### src/rtl/shot_pool_move.sv
// Player shot pool: lowest free slot launches on trigger edge, moves per frame, retires on hit/out-of-box.
// Registered outputs one cycle after launch/frame; no backpressure (edges without canFire drop); SHOT_DIAGONAL_EN adds diagonals.
module shot_pool_move #(
   parameter int NUM_SHOTS       = 4,
   parameter int SPEED           = 100,
   parameter int FRAC_BITS       = 6,
   parameter int X_MIN           = 0,
   parameter int X_MAX           = 639,
   parameter int Y_MIN           = 2,
   parameter int Y_MAX           = 479,
   parameter int PARK_XY         = 781,
   parameter int COOLDOWN_FRAMES = 8
) (
   input  logic                          clk,
   input  logic                          resetN,
   input  logic                          startOfFrame,
   input  logic                          pause,
   input  logic                          triggerShot,
   input  logic [2:0]                    shotDirection,
   input  logic signed [10:0]            player_topLeftX,
   input  logic signed [10:0]            player_topLeftY,
   input  logic [NUM_SHOTS-1:0]          collision,
   output logic [NUM_SHOTS-1:0]          shotActive,
   output logic signed [NUM_SHOTS*11-1:0] shotsX,
   output logic signed [NUM_SHOTS*11-1:0] shotsY,
   output logic                          canFire
);

   localparam int CW = $clog2(COOLDOWN_FRAMES + 2);
   localparam logic signed [31:0] PARK_FP = 32'(PARK_XY * (2 ** FRAC_BITS));
   localparam logic signed [31:0] SPD     = 32'(SPEED);
`ifdef SHOT_DIAGONAL_EN
   localparam logic signed [31:0] DIAG    = 32'((SPEED * 45) >> 6);
`endif

   logic signed [31:0] pos_x [NUM_SHOTS];
   logic signed [31:0] pos_y [NUM_SHOTS];
   logic signed [31:0] vel_x [NUM_SHOTS];
   logic signed [31:0] vel_y [NUM_SHOTS];
   logic signed [31:0] nxt_x [NUM_SHOTS];
   logic signed [31:0] nxt_y [NUM_SHOTS];
   logic [NUM_SHOTS-1:0] active;
   logic [NUM_SHOTS-1:0] oob;
   logic [NUM_SHOTS-1:0] launch_sel;
   logic                 sel_found;
   logic [CW-1:0]        cooldown;
   logic                 trig_prev;
   logic                 launch;
   logic                 frame_tick;
   logic signed [31:0]   launch_vx;
   logic signed [31:0]   launch_vy;
   logic signed [31:0]   launch_px;
   logic signed [31:0]   launch_py;

   assign canFire    = (|(~active)) && (cooldown == '0) && !pause;
   assign launch     = triggerShot && !trig_prev && canFire;
   assign frame_tick = startOfFrame && !pause;
   assign launch_px  = {{21{player_topLeftX[10]}}, player_topLeftX} <<< FRAC_BITS;
   assign launch_py  = {{21{player_topLeftY[10]}}, player_topLeftY} <<< FRAC_BITS;

   always_comb begin
      launch_vx = '0;
      launch_vy = -SPD;
      case (shotDirection)
         3'd2: begin launch_vx = SPD;   launch_vy = '0;    end
         3'd4: begin launch_vx = '0;    launch_vy = SPD;   end
         3'd6: begin launch_vx = -SPD;  launch_vy = '0;    end
`ifdef SHOT_DIAGONAL_EN
         3'd1: begin launch_vx = DIAG;  launch_vy = -DIAG; end
         3'd3: begin launch_vx = DIAG;  launch_vy = DIAG;  end
         3'd5: begin launch_vx = -DIAG; launch_vy = DIAG;  end
         3'd7: begin launch_vx = -DIAG; launch_vy = -DIAG; end
`endif
         default: ;
      endcase
   end

   // Bounds are tested on the moved pixel so a slot never reports an off-box coordinate.
   always_comb begin
      for (int i = 0; i < NUM_SHOTS; i++) begin
         nxt_x[i] = pos_x[i] + vel_x[i];
         nxt_y[i] = pos_y[i] + vel_y[i];
         oob[i]   = ((nxt_x[i] >>> FRAC_BITS) < X_MIN) || ((nxt_x[i] >>> FRAC_BITS) > X_MAX) ||
                    ((nxt_y[i] >>> FRAC_BITS) < Y_MIN) || ((nxt_y[i] >>> FRAC_BITS) > Y_MAX);
      end
   end

   always_comb begin
      launch_sel = '0;
      sel_found  = 1'b0;
      for (int i = 0; i < NUM_SHOTS; i++) begin
         if (!active[i] && !sel_found) begin
            launch_sel[i] = launch;
            sel_found     = 1'b1;
         end
      end
   end

   always_ff @(posedge clk or negedge resetN) begin
      if (!resetN) begin
         trig_prev <= 1'b0;
         cooldown  <= '0;
         active    <= '0;
         for (int i = 0; i < NUM_SHOTS; i++) begin
            pos_x[i] <= PARK_FP;
            pos_y[i] <= PARK_FP;
            vel_x[i] <= '0;
            vel_y[i] <= '0;
         end
      end else begin
         trig_prev <= triggerShot;
         if (launch)
            cooldown <= CW'(COOLDOWN_FRAMES);
         else if (frame_tick && cooldown != '0)
            cooldown <= cooldown - 1'b1;
         for (int i = 0; i < NUM_SHOTS; i++) begin
            if ((active[i] && collision[i]) || (active[i] && frame_tick && oob[i])) begin
               active[i] <= 1'b0;
               pos_x[i]  <= PARK_FP;
               pos_y[i]  <= PARK_FP;
               vel_x[i]  <= '0;
               vel_y[i]  <= '0;
            end else if (launch_sel[i]) begin
               active[i] <= 1'b1;
               pos_x[i]  <= launch_px;
               pos_y[i]  <= launch_py;
               vel_x[i]  <= launch_vx;
               vel_y[i]  <= launch_vy;
            end else if (active[i] && frame_tick) begin
               pos_x[i] <= nxt_x[i];
               pos_y[i] <= nxt_y[i];
            end
         end
      end
   end

   assign shotActive = active;

   for (genvar g = 0; g < NUM_SHOTS; g++) begin : g_out
      assign shotsX[11*g +: 11] = pos_x[g][FRAC_BITS+10:FRAC_BITS];
      assign shotsY[11*g +: 11] = pos_y[g][FRAC_BITS+10:FRAC_BITS];
   end

endmodule

### config.mk
export PLATFORM = sky130hd
export DESIGN_NAME = shot_pool_move
export DESIGN_NICKNAME = d
export VERILOG_FILES = /design/src/rtl/shot_pool_move.sv
export SDC_FILE = /design/constraint.sdc
export NUM_CORES = 1
export LEC_CHECK = 0
export BUFFER_PORTS_ARGS = -buffer_cell sky130_fd_sc_hd__buf_2
export CAP_MARGIN = 25
export CORE_ASPECT_RATIO = 0.6
export CORE_MARGIN = 1.5
export CORE_UTILIZATION = 30
export CTS_BUF_LIST = sky130_fd_sc_hd__clkbuf_16
export DETAILED_ROUTE_END_ITERATION = 8
export PLACE_DENSITY_LB_ADDON = 0.1
export SYNTH_ARGS = -nofsm -noshare
export SYNTH_HDL_FRONTEND = slang
export SYNTH_SLANG_ARGS = --single-unit
### constraint.sdc
create_clock -name clk -period 5.9 [get_ports clk]
set_clock_uncertainty 0.15 [all_clocks]
set_input_delay 0.295 -clock clk [delete_from_list [all_inputs] [get_ports clk]]
set_output_delay 0.295 -clock clk [all_outputs]
set_load 0.1 [all_outputs]
==> metrics.md <==
| Metric | Value |
|---|---|
| Status | finished, final reports clean |
| Total GRT Usage | 21.9% |
| GPL Wtd Cong | 0.933 |
| Type of the worst setup path | reg2reg |
| Non-Filler Cell Area, Final | 28600 um^2 |
| H-tree depth | 2 |
| Largest net degree at the start of global routing | 91 |
| Clock transition at path regs | 0.06 ns |
| Starting density of the core | 30.5% |
| Mapped Avg Cell Area | 8.01 um^2 |
| RSZ-0062 raised after global routing | no |
| Register area | 6880 um^2 |
| Top FF cell, synth | dfrtp_1 |
| Post-synthesis sequential area ratio | 26.2% |
| DRC Markers | 0 |
| Cells after synthesis | 3278 |
| Worst path max stage delay | 0.72 ns |
| Core area | 86100 um^2 |
| Vias per std cell | 5.73 |
| Ys Warns | 0 |
| Root buf cell | clkbuf_16 |
| Crit. End Element | register |
| Final Cycle Share | 88.1% |
| Die Wd | 385 um |
| Initial DRC Count | 2326 |
| P_int | 5.93 mW |
| Met1 wire length | 55.0 mm |
| Layout area overhead | 9.03% |
| Leak pwr | 13.9 nW |
| Clk Latency, worst-skew pair | 0.57 ns |
| Port bufs | 126 |
| Library cells used by synthesis | 99 |
| DP Cell Count | 4334 |
| Final core occ | 33.3% |
| Vias | 25.3k |
| Min-Delay Path Class | in2reg |
| Post-synth EDFFs | 0 |
| Max Cap Violations | 0 |
| Maximum clock insertion buffer count | 3 |
| Clock power share | 17.8% |
| Min Hold Slack | 0.0408 ns |
| Met3 wire len | 6.61 mm |
| Fmax | 192 MHz |
| Synthesized area | 26300 um^2 |
| Syn_nets | 3553 |
| Grt ovf | 0 |
| Ys async rst share | 100% |
| Final worst slack | 0.702 ns |
| Die ar. | 89400 um^2 |
| Worst Tran Pin Value | 0.977 ns |
| Final min period | 5.20 ns |
| Final nets | 3515 |
| Worst Path Arrival | 5.52 ns |
| Final hold viol count | 0 |
| Cell Chain, Critical Path | buf_4 > ha_1 > nand2_1 > nor3_1 > nand3_1 > a21oi_1 > o21ai_0 > mux2i_1 > a2111oi_0 > nand4_1 > nor4_2 > buf_4 > nor2_2 > buf_8 > nor3_1 |
| Peak supply drop | 0.000303 V |
| # setup viols final | 0 |
| DRT Wirelength | 100 mm |
| TritonCTS Sinks | 273 |
| Placed Area | 27300 um^2 |
| Num ports | 127 |
| DP HPWL | 77.9 mm |
| Place WS | 0.763 ns |
| Vias in the first global route | 23.4k |
| CTS tree | yes |
| Logic pwr share | 61.4% |
| Max layer used | met4 |
| Sequential power share | 20.8% |
| Multi-input logic area | 17800 um^2 |
| Die H | 232 um |
| Slew HR | 34.9% |
| CP max-delay cell | a2111oi_0 |
| Critical Path Fanout Max | 20 |
| Routed WL per cell | 22.7 um |
| CP startpoint kind | register |
| Switching part of the total power | 52.4% |
| Fraction of layout cells with a size suffix above 1 | 9.77% |
| Router iterations before antenna repair | 5 |
| Non-Filler Instances | 4412 |
| Yosys reg bits | 273 |
| Number of fill cells | 9043 |
| Required time worst endpoint | 6.23 ns |
| P per Cell Area | 435 nW/um^2 |
| DR WL met2 | 37.2 mm |
| DRT antenna net count | 0 |
| Pwr Total | 12.4 mW |
| Net switching power | 6.52 mW |
| Final TNS setup | 0 ns |
| Num CTS Buffers | 36 |
| Num rows | 83 |
| Post-CTS setup buffer count | 0 |
| Initial antenna violation count | 5 |
| Wire length of the first global-routing pass | 151 mm |
| Final slew viol count | 0 |
| Ant diodes | 0 |
## cell type report
type                            count  share of cell area, %
Multi-Input combinational cell   2670                   62.1
Sequential cell                   273                   24.0
Tap cell                         1147                   5.01
Timing Repair Buffer              178                   3.86
Clock buffer                       37                   3.23
Inverter                           81                   1.06
Clock inverter                     26                  0.677
## cells by family (layout without fill, tap and decap cells)
| family | after synthesis | count (layout) | share of synthesized area, % |
|---|---|---|---|
| and+or+nand+nor | 1063 | 1063 | 19.9 |
| DFF | 273 | 273 | 26.2 |
| xor gates and xnor gates | 133 | 133 | 4.44 |
| AOI/OAI and AO/OA | 1193 | 1193 | 30.0 |
| muxes | 40 | 40 | 1.54 |
| buffers and inverters | 335 | 322 | 6.23 |
| adders and majority gates | 241 | 241 | 11.7 |
## cell usage in the layout (no fill, tap or decap), types with 33 or more instances in the layout
cell type and n:
dfrtp_1 233, a211oi_1 38, xnor2_1 69, o22ai_1 40
nand4_1 74, o211ai_1 63, nand3_1 74, a31oi_1 33
buf_2 125, nor2_1 209, mux2i_1 36, ha_1 233
a21o_1 180, inv_1 93, clkbuf_16 37, buf_4 36
nand2_1 375, o21ai_0 198, nor3_1 72, xor2_1 64
a21oi_1 322, dfstp_2 40
## power groups by stage
stage	clock network (mW)	logic [mW]	registers, mW
after detailed placement	0	7.47	2.61
after global routing	2.37	8.27	2.62
after floorplan	0	5.79	2.45
final	2.22	7.64	2.59
after global placement	0	7.55	2.62
after CTS	2.29	7.52	2.59
## critical path, delay by kind of cell (launching register included)
kind | cells | cell delay (ns)
AO/OA/AOI/OAI | 3 | 1.41
adder cells (fa/ha/maj) | 1 | 0.47
buffers and inverters | 3 | 0.75
flip-flops | 1 | 0.60
multiplexers | 1 | 0.15
AND/OR/NAND/NOR | 7 | 1.54
## timing repair
item,4_1_cts,5_1_grt
hold buffers,12,0
endpoints found under the hold margin,79,0
resized for setup,0,0
endpoints found under the setup margin,0,0
## cell usage after synthesis, drive strengths merged, types with 13 or more instances
cell,count,share of area [%]
a2111oi,13,0.50
a211o,13,0.43
a211oi,40,1.2
a21boi,15,0.44
a21o,181,5.2
a21oi,325,6.2
a31oi,34,0.87
and2,25,0.60
and3,28,0.67
buf,109,3.0
clkbuf,145,2.1
dfrtp,233,22
dfstp,40,4.0
ha,233,11
inv,81,1.2
mux2i,36,1.4
nand2,376,5.4
nand2b,30,0.71
nand3,74,1.4
nand4,74,1.8
nor2,211,3.0
nor2b,30,0.71
nor3,75,1.5
nor4,20,0.61
o2111ai,17,0.61
o211ai,63,1.8
o21a,30,0.86
o21ai,219,4.2
o21bai,29,0.83
o22a,22,0.73
o22ai,41,1.0
o31ai,25,0.73
or3,26,0.62
xnor2,69,2.3
xor2,64,2.1
## state kept, by name (all words and copies together), names as in the netlist
signal      flops
pos_y          76
vel_x          12
shotsY         44
pos_x          76
shotActive      4
trig_prev       1
shotsX         44
cooldown        4
vel_y          12
## worst paths after layout
check	start	end	slack (ns)	depth (start not counted)
max	vel_y[30]	pos_x[3]	0.70	15
min	player_topLeftX[5]	shotsX[16]	0.04	3
min in group asynchronous	resetN	pos_y[49]	0.21	2
max reg2reg	vel_y[30]	pos_x[3]	0.70	15
max in group asynchronous	resetN	shotsX[25]	4.14	4
min reg2reg	pos_y[88]	pos_y[88]	0.33	1
## per-layer routing
metal | vias up | GRT usage [%]
met5 | - | 0
met3 | 73 | 3.46
met1 | 12300 | 36.8
li1 | 12100 | -
met4 | 0 | 3.53
met2 | 760 | 28.2
(Power assumes the default switching activity.)
